$ cat src/rtl/vco_spi_pkg.sv
// Shared constants and types for the VCO DAC SPI link.
// Used by VCO_ctrl (master side) and vco_spi_rx (receiver side).
package vco_spi_pkg;

    typedef enum logic {IDLE, RECV} rx_state_t;

    localparam int VCO_FRAME_W  = 16;
    localparam int VCO_CODE_W   = 12;
    localparam int VCO_CODE_LSB = 4;

endpackage

$ cat src/rtl/vco_spi_rx_sync_bit.sv
// sync_bit: STAGES-deep flop chain bringing one async bit into clk.
// Ports: clk, arst (async, active-high), d (async in), q (synced out).
module sync_bit #(
    parameter int   STAGES  = 2,
    parameter logic RST_VAL = 1'b0
) (
    input  logic clk,
    input  logic arst,
    input  logic d,
    output logic q
);

    logic [STAGES-1:0] ff;

    always_ff @(posedge clk or posedge arst) begin
        if (arst) begin
            ff <= {STAGES{RST_VAL}};
        end else begin
            ff <= {ff[STAGES-2:0], d};
        end
    end

    assign q = ff[STAGES-1];

endmodule

$ cat src/rtl/vco_spi_rx.sv
// vco_spi_rx: oversampling SPI slave receiver for the VCO DAC link.
// Ports: clk, arst; sck/mosi/csn/clrn (async pins);
//   rdat, rx_valid, frame_err, dac_code, frame_cnt (registered outputs).
module vco_spi_rx
    import vco_spi_pkg::*;
#(
    parameter int DATA_WIDTH  = VCO_FRAME_W,
    parameter int CODE_WIDTH  = VCO_CODE_W,
    parameter int CODE_LSB    = VCO_CODE_LSB,
    parameter int SYNC_STAGES = 2
) (
    input  logic                  clk,
    input  logic                  arst,
    input  logic                  sck,
    input  logic                  mosi,
    input  logic                  csn,
    input  logic                  clrn,
    output logic [DATA_WIDTH-1:0] rdat,
    output logic                  rx_valid,
    output logic                  frame_err,
    output logic [CODE_WIDTH-1:0] dac_code,
    output logic [15:0]           frame_cnt
);

    // Wide enough to saturate one past a full frame.
    localparam int CW = $clog2(DATA_WIDTH + 2);

    logic sck_s, mosi_s, csn_s, clrn_s;
    logic sck_d, csn_d;
    logic sck_rise, csn_rise, csn_fall;

    rx_state_t state, state_n;
    logic      start, shift, done_ok, done_err;

    logic [DATA_WIDTH-1:0] shreg;
    logic [CW-1:0]         bitcnt;
    logic [15:0]           cnt_q;
    logic [15:0]           cnt_d;

    sync_bit #(.STAGES(SYNC_STAGES), .RST_VAL(1'b0)) u_sck (
        .clk(clk), .arst(arst), .d(sck), .q(sck_s)
    );
    sync_bit #(.STAGES(SYNC_STAGES), .RST_VAL(1'b0)) u_mosi (
        .clk(clk), .arst(arst), .d(mosi), .q(mosi_s)
    );
    sync_bit #(.STAGES(SYNC_STAGES), .RST_VAL(1'b1)) u_csn (
        .clk(clk), .arst(arst), .d(csn), .q(csn_s)
    );
    sync_bit #(.STAGES(SYNC_STAGES), .RST_VAL(1'b1)) u_clrn (
        .clk(clk), .arst(arst), .d(clrn), .q(clrn_s)
    );

    always_ff @(posedge clk or posedge arst) begin
        if (arst) begin
            sck_d <= 1'b0;
            csn_d <= 1'b1;
        end else begin
            sck_d <= sck_s;
            csn_d <= csn_s;
        end
    end

    assign sck_rise = sck_s & ~sck_d;
    assign csn_rise = csn_s & ~csn_d;
    assign csn_fall = ~csn_s & csn_d;

    always_ff @(posedge clk or posedge arst) begin
        if (arst) begin
            state <= IDLE;
        end else begin
            state <= state_n;
        end
    end

    // A csn rise takes priority over a coincident sck rise,
    // so that last bit is dropped.
    always_comb begin
        state_n  = state;
        start    = 1'b0;
        shift    = 1'b0;
        done_ok  = 1'b0;
        done_err = 1'b0;
        case (state)
            IDLE: begin
                if (csn_fall) begin
                    start   = 1'b1;
                    state_n = RECV;
                end
            end
            RECV: begin
                if (csn_rise) begin
                    state_n = IDLE;
                    if (bitcnt == CW'(DATA_WIDTH)) begin
                        done_ok = 1'b1;
                    end else begin
                        done_err = 1'b1;
                    end
                end else if (sck_rise && !csn_s) begin
                    shift = 1'b1;
                end
            end
            default: state_n = IDLE;
        endcase
    end

    // Counter next value kept as a separate continuous signal.
    assign cnt_d = done_ok ? cnt_q + 16'd1 : cnt_q;

    always_ff @(posedge clk or posedge arst) begin
        if (arst) begin
            shreg     <= '0;
            bitcnt    <= '0;
            rdat      <= '0;
            rx_valid  <= 1'b0;
            frame_err <= 1'b0;
            dac_code  <= '0;
            cnt_q     <= '0;
        end else begin
            rx_valid  <= done_ok;
            frame_err <= done_err;
            cnt_q     <= cnt_d;
            if (start) begin
                shreg  <= '0;
                bitcnt <= '0;
            end else if (shift) begin
                shreg <= {shreg[DATA_WIDTH-2:0], mosi_s};
                if (bitcnt != CW'(DATA_WIDTH + 1)) begin
                    bitcnt <= bitcnt + CW'(1);
                end
            end
            if (done_ok) begin
                rdat <= shreg;
            end
            // Clear dominates; release leaves the code at 0.
            if (!clrn_s) begin
                dac_code <= '0;
            end else if (done_ok) begin
                dac_code <= shreg[CODE_LSB +: CODE_WIDTH];
            end
        end
    end

    assign frame_cnt = cnt_q;

endmodule

$ cat config.mk
export PLATFORM = sky130hd
export DESIGN_NAME = vco_spi_rx
export DESIGN_NICKNAME = d
export VERILOG_FILES = /design/src/rtl/vco_spi_pkg.sv /design/src/rtl/vco_spi_rx_sync_bit.sv /design/src/rtl/vco_spi_rx.sv
export SDC_FILE = /design/constraint.sdc
export NUM_CORES = 1
export LEC_CHECK = 0
export ABC_CLOCK_PERIOD_IN_PS = 6000
export CORE_MARGIN = 2
export CORE_UTILIZATION = 60
export CTS_CLUSTER_SIZE = 40
export DETAILED_ROUTE_END_ITERATION = 10
export DONT_BUFFER_PORTS = 1
export PLACE_DENSITY = 0.75
export SLEW_MARGIN = 20
export SYNTH_ARGS = -nofsm -noshare
export SYNTH_HDL_FRONTEND = slang
export SYNTH_SLANG_ARGS = --single-unit
$ cat constraint.sdc
create_clock -name clk -period 6 [get_ports clk]
set_input_delay 1.2 -clock clk [delete_from_list [all_inputs] [get_ports clk]]
set_output_delay 1.2 -clock clk [all_outputs]
set_load 0.05 [all_outputs]
Yosys cells after proc, flatten, opt, wreduce, memory -nomap -nowiden
Cells that the tools add are included.
Word-level totals
  register bits: 78
  input bits: 6
  output and inout port bits: 46
  word-level logic and storage cells: 51
Operators by class
  $add $sub $neg: 2
  eq/ne operators: 3
  mux-type cells: 20
  bitwise logic cells: 7
  reduce and logical (&&, ||, !) cells: 5
Operators by type and width (number)
  $mux 16: 2
  $mux 12: 2
  $add 16x1->16 const B: 1
  $mux 5: 3
  $mux 1: 12
  $add 5x1->5 const B: 1
  $eq 5x5->1 const B: 1
  $ne 5x5->1 const B: 1
  $not 1->1: 4
  $reduce_bool 2->1: 2
  $and 1x1->1: 3
  $ne 2x2->1 const B: 1
  $pmux 1 s2: 1
  $reduce_and 2->1: 1
  $logic_and 1x1->1: 1
  $logic_not 1->1: 1

Longest topological paths before layout
Gate-level depths: netlist of the first run.
  depth after elaboration: 8
  gate-level depth with buffers: 8
  gate-level depth less buffers: 7

Hierarchy
Synthesis of the first run repeated with hierarchy kept, for this count alone.
Unflattened totals
  cell total of the unflattened synthesis: 294
  area total of the unflattened synthesis: 3093.0 um^2
Modules (own cells, without submodules)
  vco_spi_rx: instances 1, cells an instance 282, area an instance 2872.8 um^2, seq. area each 1752.9 um^2
  sync_bit at u_clrn ...: instances 2, cells an instance 3, area an instance 56.3 um^2, seq. area each 52.6 um^2
  sync_bit at u_mosi ...: instances 2, cells an instance 3, area an instance 53.8 um^2, seq. area each 50.0 um^2

Worst setup path before layout of the first run
No wires, ideal clock.
  kind: register to output
  start point: register cnt_q[0], in the netlist frame_cnt[0]
  end point: output port frame_cnt[0]
  data arrival time: 0.669 ns
  data required time: 4.800 ns
  setup slack: 4.131 ns
  cell stages (with the launch flop): 1
  path buffers: 0
  cells stage by stage: dfrtp_1
RTL lines
  start: declaration: line vco_spi_rx.sv:37  | logic [15:0] cnt_q;
  start signal: assignment: line vco_spi_rx.sv:121  | cnt_q <= cnt_d;
  end: declaration: line vco_spi_rx.sv:22  | output logic [15:0] frame_cnt
No word-level cell between the ends.

Final worst setup path of the first run
  start point: register cnt_q[0], in the netlist frame_cnt[0]
  end point: output port frame_cnt[0]
No word-level cell between the ends.

==> impl_metrics.csv, run 1 <==
group,metric,value,unit
outcome,status,"finished clean",
finish,area_delta_synth_final,8.884,%
floorplan,die_y,75.70,um
synthesis,yosys-top-cells-area,"dfrtp_1, nand2_1, dfstp_2, xnor2_1, a21boi_1",
finish,fin_cells,364,
clocking,clk_pin_slew,0.08,ns
power,power.density,305.2,mW/mm^2
placed_design,dp_cells,348,
grt,grtUsageTotal,20.22,%
synthesis,ys_ff_latch,78,
setup_path,cp_num_cells,0,
floorplan,ioPinCount,52,
grt,grt_antenna_before_repair,0,
clocking,clock-sinks,78,
clocking,holdBufCountCts,0,
sta,setup_slack,3.703,ns
synthesis,ys_seq_area_share,63.49,%
setup_path,worstSetupEndpointType,"output port",
detailed_routing,drtIter0Drc,111,
sta,tightest_slew,0.9463,ns
placed_design,portBuffers,0,
detailed_routing,drtPass1Iterations,4,
job,cap_viol_max_count,0,
finish,diodes,0,
sta,hold_violations,0,
grt,grt_pass1_wl,8.383,mm
synthesis,avgSynthCellArea,10.71,sq um
sta,finalMaxSlewViolations,0,
sta,max_slew_margin,36.91,%
power,vdd_ir_drop_max,213.5,uV
clocking,insertion_delay,0.35,ns
clocking,cts-resized-gates,0,
worst_hold_path,hold_class,"flip-flop to flip-flop",
floorplan,die_area,0.005730,sq mm
placed_design,pre_cts_slack,3.776,ns
floorplan,initial_utilization,61.17,%
setup_path,arrival,1.10,ns
synthesis,synthArstFlopShare,100.0,%
detailed_routing,met3WireLength,323,um
grt,grt_pass1_vias,1732,
clocking,root_buffer,"clkbuf_8",
detailed_routing,m1WireLength,2.471,mm
sta,rsz0062_at_grt,"false",
grt,grt_overflow,0,
detailed_routing,via_per_inst,5.382,
setup_path,critical_path_class,"flip-flop to output port",
grt,grt_max_degree,79,
setup_path,path_max_fanout,6,
floorplan,rows,26,
placed_design,postPlaceCellArea,0.003126,sq mm
sta,post-route-period-util,38.29,%
setup_path,critPathRequiredTime,4.80,ns
synthesis,synth_edf_count,0,
synthesis,syn_inst,288,
synthesis,syn_area,0.003084,sq mm
setup_path,cp-start-kind,"flip-flop",
detailed_routing,wl_met2,2.421,mm
sta,period_minus_slack,2.297,ns
finish,drive_gt1_share,10.20,%
synthesis,yosysUniqueCellTypes,32,
setup_path,r2r_setup_slack,3.79,ns
setup_path,cp-startpoint,"frame_cnt[0]",
sta,finalSetupTns,0,ns
detailed_routing,drc,0,
synthesis,synth_top_area_cell,"dfrtp_1",
finish,stdcell_area,0.003358,sq mm
floorplan,die-width,75.70,um
placed_design,routabilityCongestion,0.7760,
setup_path,crit-reg2reg-launch,"bitcnt[0]",
clocking,h-tree-depth,3,
synthesis,synth_ff_type,"dfrtp_1",
clocking,numCtsBuffers,9,
detailed_routing,vias,1959,
synthesis,synth_top_area_share,59.23,%
setup_path,crit_end,"frame_cnt[0]",
sta,fmax,0.4353,GHz
synthesis,yosys_warnings,0,
clocking,clockBufferDepth,2,
power,cellLeakagePower,1.598,nW
setup_path,r2r_end,"frame_cnt[3]",
sta,clock_skew,0.01007,ns
finish,num-nets-final,299,
sta,finalSetupViolations,0,
detailed_routing,antenna_left,0,
detailed_routing,highest_layer,"met4",
synthesis,synthesis.nets,298,
detailed_routing,routedWlPerCell,14.62,um
floorplan,coreArea,0.005042,sq mm
setup_path,reg2reg_depth,7,
detailed_routing,wl,5.321,mm
placed_design,hpwl,3.406,mm
clocking,cts_setup_buffers,0,
clocking,cts_tree,"built",
cells in the mapped netlist, types with 2 or more instances:
cell	instances
ha_1	4
inv_1	5
and3_1	2
buf_2	6
nand4_1	5
clkbuf_1	3
a21oi_1	16
dfstp_2	5
nand2_1	99
a21boi_1	12
nor3_1	3
dfrtp_1	73
nor2_1	8
nand3_1	9
and4_1	3
xor2_1	4
buf_4	2
xnor2_1	15
placed cells by master, fill, tap and decap left out, types with 2 or more instances in the layout:
| master | count |
|---|---|
| a21boi_1 | 12 |
| a21oi_1 | 16 |
| and3_1 | 2 |
| and4_1 | 3 |
| buf_4 | 2 |
| bufinv_16 | 2 |
| clkbuf_8 | 11 |
| clkinv_2 | 2 |
| dfrtp_1 | 73 |
| dfstp_2 | 5 |
| ha_1 | 4 |
| inv_1 | 4 |
| nand2_1 | 99 |
| nand3_1 | 9 |
| nand4_1 | 5 |
| nor2_1 | 8 |
| nor3_1 | 3 |
| xnor2_1 | 15 |
| xor2_1 | 4 |
how the worst min path moves through the flow:
stage / startpoint / end / depth (start not counted)
6_report: u_sck.ff[0] / u_sck.ff[1] / 0
5_1_grt: u_sck.ff[0] / u_sck.ff[1] / 0
4_1_cts: u_sck.ff[0] / u_sck.ff[1] / 0
3_5_place_dp: u_sck.ff[0] / u_sck.ff[1] / 0
3_3_place_gp: u_sck.ff[0] / u_sck.ff[1] / 0
2_1_floorplan: u_mosi.ff[0] / u_mosi.ff[1] / 0
worst reg2reg max path: stages (launching register included):
cell and delay [ns]:
dfrtp_1 0.44, inv_1 0.08, ha_1 0.13, and4bb_1 0.26, nand2_2 0.37, inv_2 0.45, nand4_1 0.17, xnor2_1 0.17
stage by stage:
| stage | hold WS (ns) | total power [mW] | utilization [%] |
|---|---|---|---|
| 6_report | 0.3527 | 1.025 | 66.60 |
| 5_1_grt | 0.3592 | 1.065 | 66.60 |
| 4_1_cts | 0.3554 | 1.033 | 66.60 |
| 3_5_place_dp | 0.3371 | 0.5938 | 61.99 |
| 3_3_place_gp | 0.3352 | 0.5911 | 61.99 |
| 2_1_floorplan | 0.3312 | 0.5834 | - |
final cells by class:
| class | instances | area (sq um) |
|---|---|---|
| timing repair buffer | 2 | 15.01 |
| multi-input combinational | 192 | 1041 |
| fill | 396 | 1684 |
| sequential | 78 | 1958 |
| tap | 70 | 87.58 |
| inverter | 6 | 23.77 |
| clock buffer | 11 | 151.4 |
| clock inverter | 5 | 81.33 |
power breakdown:
part           total, mW  switching, mW  internal (mW)
Clock              0.442          0.186          0.257
Sequential         0.548         0.0114          0.536
Combinational     0.0347         0.0232         0.0115
registers in the layout, summed over array words and instances, names as in the netlist:
name / flops
bitcnt: 5
sck_d: 1
u_mosi.ff: 2
csn_d: 1
shreg: 16
rx_valid: 1
state: 1
rdat: 16
u_sck.ff: 2
frame_cnt: 16
u_csn.ff: 2
dac_code: 12
frame_err: 1
u_clrn.ff: 2
layer usage:
layer	track usage, %	up-vias
met3	7.011	11
li1	-	944
met2	29.18	49
met1	27.02	955
met4	10.92	0
met5	0	-
cells by family after synthesis:
| family | after synthesis | synth area share, % |
|---|---|---|
| xor+xnor | 19 | 5.396 |
| flops | 78 | 63.49 |
| buf+inv | 18 | 2.921 |
| mux | 1 | 0.3246 |
| simple gates | 137 | 19.72 |
| fa+ha+maj | 5 | 1.947 |
| compound gates | 30 | 6.207 |
No activity file was read; power rests on OpenSTA's default activity.
==> run 2: changes to the inputs <==
ABC_CLOCK_PERIOD_IN_PS = 2100   (was 6000)
CORE_UTILIZATION = 56   (was 60)
PLACE_DENSITY = 0.73   (was 0.75)
clock period = 2.1 ns   (was 6 ns; I/O delays follow)
==> run 2 against run 1 <==
Against the previous run: clock power increased by 130%; first-iteration DRC count increased by 40%; die area increased by 6.8%; non-clock buffer count increased by 19; sequential cell count unchanged; routed wire length increased by 8.5%; combinational power increased to 3.1 times the previous value; largest cell class unchanged.
==> impl_metrics.csv, run 2 (synthesis gave the netlist of run 1 again) <==
group,metric,value,unit
clocking,numCtsBuffers,9,
finish,drive_gt1_share,15.34,%
floorplan,rows,27,
setup_path,path_max_fanout,22,
grt,grt_pass1_vias,2078,
detailed_routing,wl_met2,2.817,mm
sta,clock_skew,0.01526,ns
sta,finalMaxSlewViolations,0,
sta,period_minus_slack,1.757,ns
floorplan,ioPinCount,52,
power,cellLeakagePower,1.672,nW
placed_design,pre_cts_slack,0.3262,ns
finish,layout.cells.most_common_list,"nand2_1, dfrtp_1, buf_4",
setup_path,crit-reg2reg-launch,"bitcnt[0]",
sta,finalSetupTns,0,ns
grt,grt_pass1_wl,9.894,mm
setup_path,arrival,1.98,ns
setup_path,r2r_setup_slack,0.34,ns
outcome,status,"finished clean",
sta,hold_violations,0,
grt,grt_antenna_before_repair,0,
setup_path,r2r_end,"frame_cnt[4]",
power,power.density,772.7,mW/mm^2
setup_path,cp-start-kind,"flip-flop",
clocking,h-tree-depth,3,
clocking,clock-sinks,78,
sta,whs,0.06653,ns
clocking,cts-resized-gates,0,
setup_path,worstSetupEndpointType,"flip-flop",
placed_design,routabilityCongestion,0.8080,
finish,diodes,0,
finish,area_delta_synth_final,12.45,%
setup_path,cp_slowest_cell,"dfrtp_1",
floorplan,initial_utilization,57.06,%
worst_hold_path,hold_path_end,"u_clrn.ff[0]",
grt,grt_max_degree,37,
detailed_routing,drtPass1Iterations,4,
finish,final_common_cell,"nand2_1",
floorplan,coreArea,0.005405,sq mm
setup_path,critical_path_class,"flip-flop to flip-flop",
detailed_routing,wl,5.775,mm
finish,final_core_util,64.17,%
grt,grt_overflow,0,
placed_design,hpwl,3.912,mm
detailed_routing,m1WireLength,2.557,mm
worst_hold_path,hold_class,"input port to flip-flop",
detailed_routing,antenna_left,0,
sta,finalSetupViolations,0,
sta,max_slew_margin,64.95,%
detailed_routing,drtIter0Drc,155,
setup_path,critPathRequiredTime,2.32,ns
sta,tightest_slew,0.5257,ns
setup_path,path_cells,"inv_1, ha_1, and4bb_1, nand2_2, inv_2, nand4_1, xnor2_1",
power,vdd_ir_drop_max,482.8,uV
setup_path,cpPeakStageDelay,0.44,ns
job,cap_viol_max_count,0,
setup_path,reg2reg_depth,7,
detailed_routing,met3WireLength,303,um
worst_hold_path,worstHoldStart,"clrn",
detailed_routing,via_per_inst,5.444,
detailed_routing,routedWlPerCell,15.00,um
floorplan,die_area,0.006117,sq mm
sta,post-route-period-util,83.68,%
clocking,root_buffer,"clkbuf_8",
worst_hold_path,holdPathStages,0,
clocking,clk_pin_slew,0.08,ns
placed_design,portBuffers,0,
sta,fmax,0.5691,GHz
detailed_routing,highest_layer,"met4",
floorplan,die_y,78.21,um
detailed_routing,drc,0,
sta,setup_slack,0.3428,ns
sta,rsz0062_at_grt,"false",
clocking,insertion_delay,0.35,ns
floorplan,die-width,78.21,um
clocking,clockBufferDepth,2,
detailed_routing,vias,2096,
clocking,cts_tree,"built",
finish,num-nets-final,318,
grt,grtUsageTotal,20.82,%
-- run 2: changes by cell type in the layout (fill, tap and decap cells not counted), moves of 2 or more --
cell	before	now
bufinv_16	2	0
buf_4	2	19
inv_6	0	3
clkbuf_8	11	9
-- run 2: final cells by class --
type                            count  area, sq um
Clock buffer                        9        123.9
Inverter                            6        26.28
Timing Repair Buffer               21        172.7
Tap cell                           72        90.09
Clock inverter                      7        56.30
Fill cell                         447         1937
Multi-Input combinational cell    192         1041
Sequential cell                    78         1958
-- run 2: report_power, final --
| group | internal [mW] | leakage [nW] | switching, mW |
|---|---|---|---|
| combinational | 0.0391 | 0.525 | 0.0691 |
| clock | 0.443 | 0.0906 | 0.565 |
| sequential | 1.53 | 1.06 | 0.0321 |
-- run 2: metal layers --
layer	global-route usage, %	vias up
li1	-	986
met2	31.72	50
met3	4.943	11
met1	28.48	1049
met4	9.825	0
met5	0	-
-- run 2: worst max-delay path by stage --
stage                  from      endpoint  slack (ns)  cells past startpoint
6_report          bitcnt[0]  frame_cnt[4]        0.34                      7
4_1_cts           bitcnt[0]  frame_cnt[4]        0.32                      7
3_5_place_dp      bitcnt[0]  frame_cnt[4]        0.33                      7
2_1_floorplan  frame_cnt[2]  frame_cnt[9]        0.45                      4
3_3_place_gp      bitcnt[0]  frame_cnt[4]        0.43                      7
5_1_grt           bitcnt[0]  dac_code[11]        0.19                      7
-- run 2: what timing repair did --
action                                 in CTS  in global routing
setup buffers                               0                  0
hold buffers                                1                  0
endpoints found under the hold margin      18                  0
-- run 2: worst max-delay path: cells and delay by family, from the launching register on --
family,cells,cell delay (ns)
buffers and inverters,2,0.39
AND/OR/NAND/NOR,3,0.53
XOR/XNOR,1,0.15
adder cells (fa/ha/maj),1,0.13
flip-flops,1,0.44
-- run 2: per-stage QoR --
stage                     cells  power (mW)  area, sq um
after global placement      368       1.695         3278
final                       385       2.680         3468
after global routing        385       2.794         3468
after CTS                   385       2.717         3468
after detailed placement    368       1.704         3278
after floorplan             288       1.667         3088
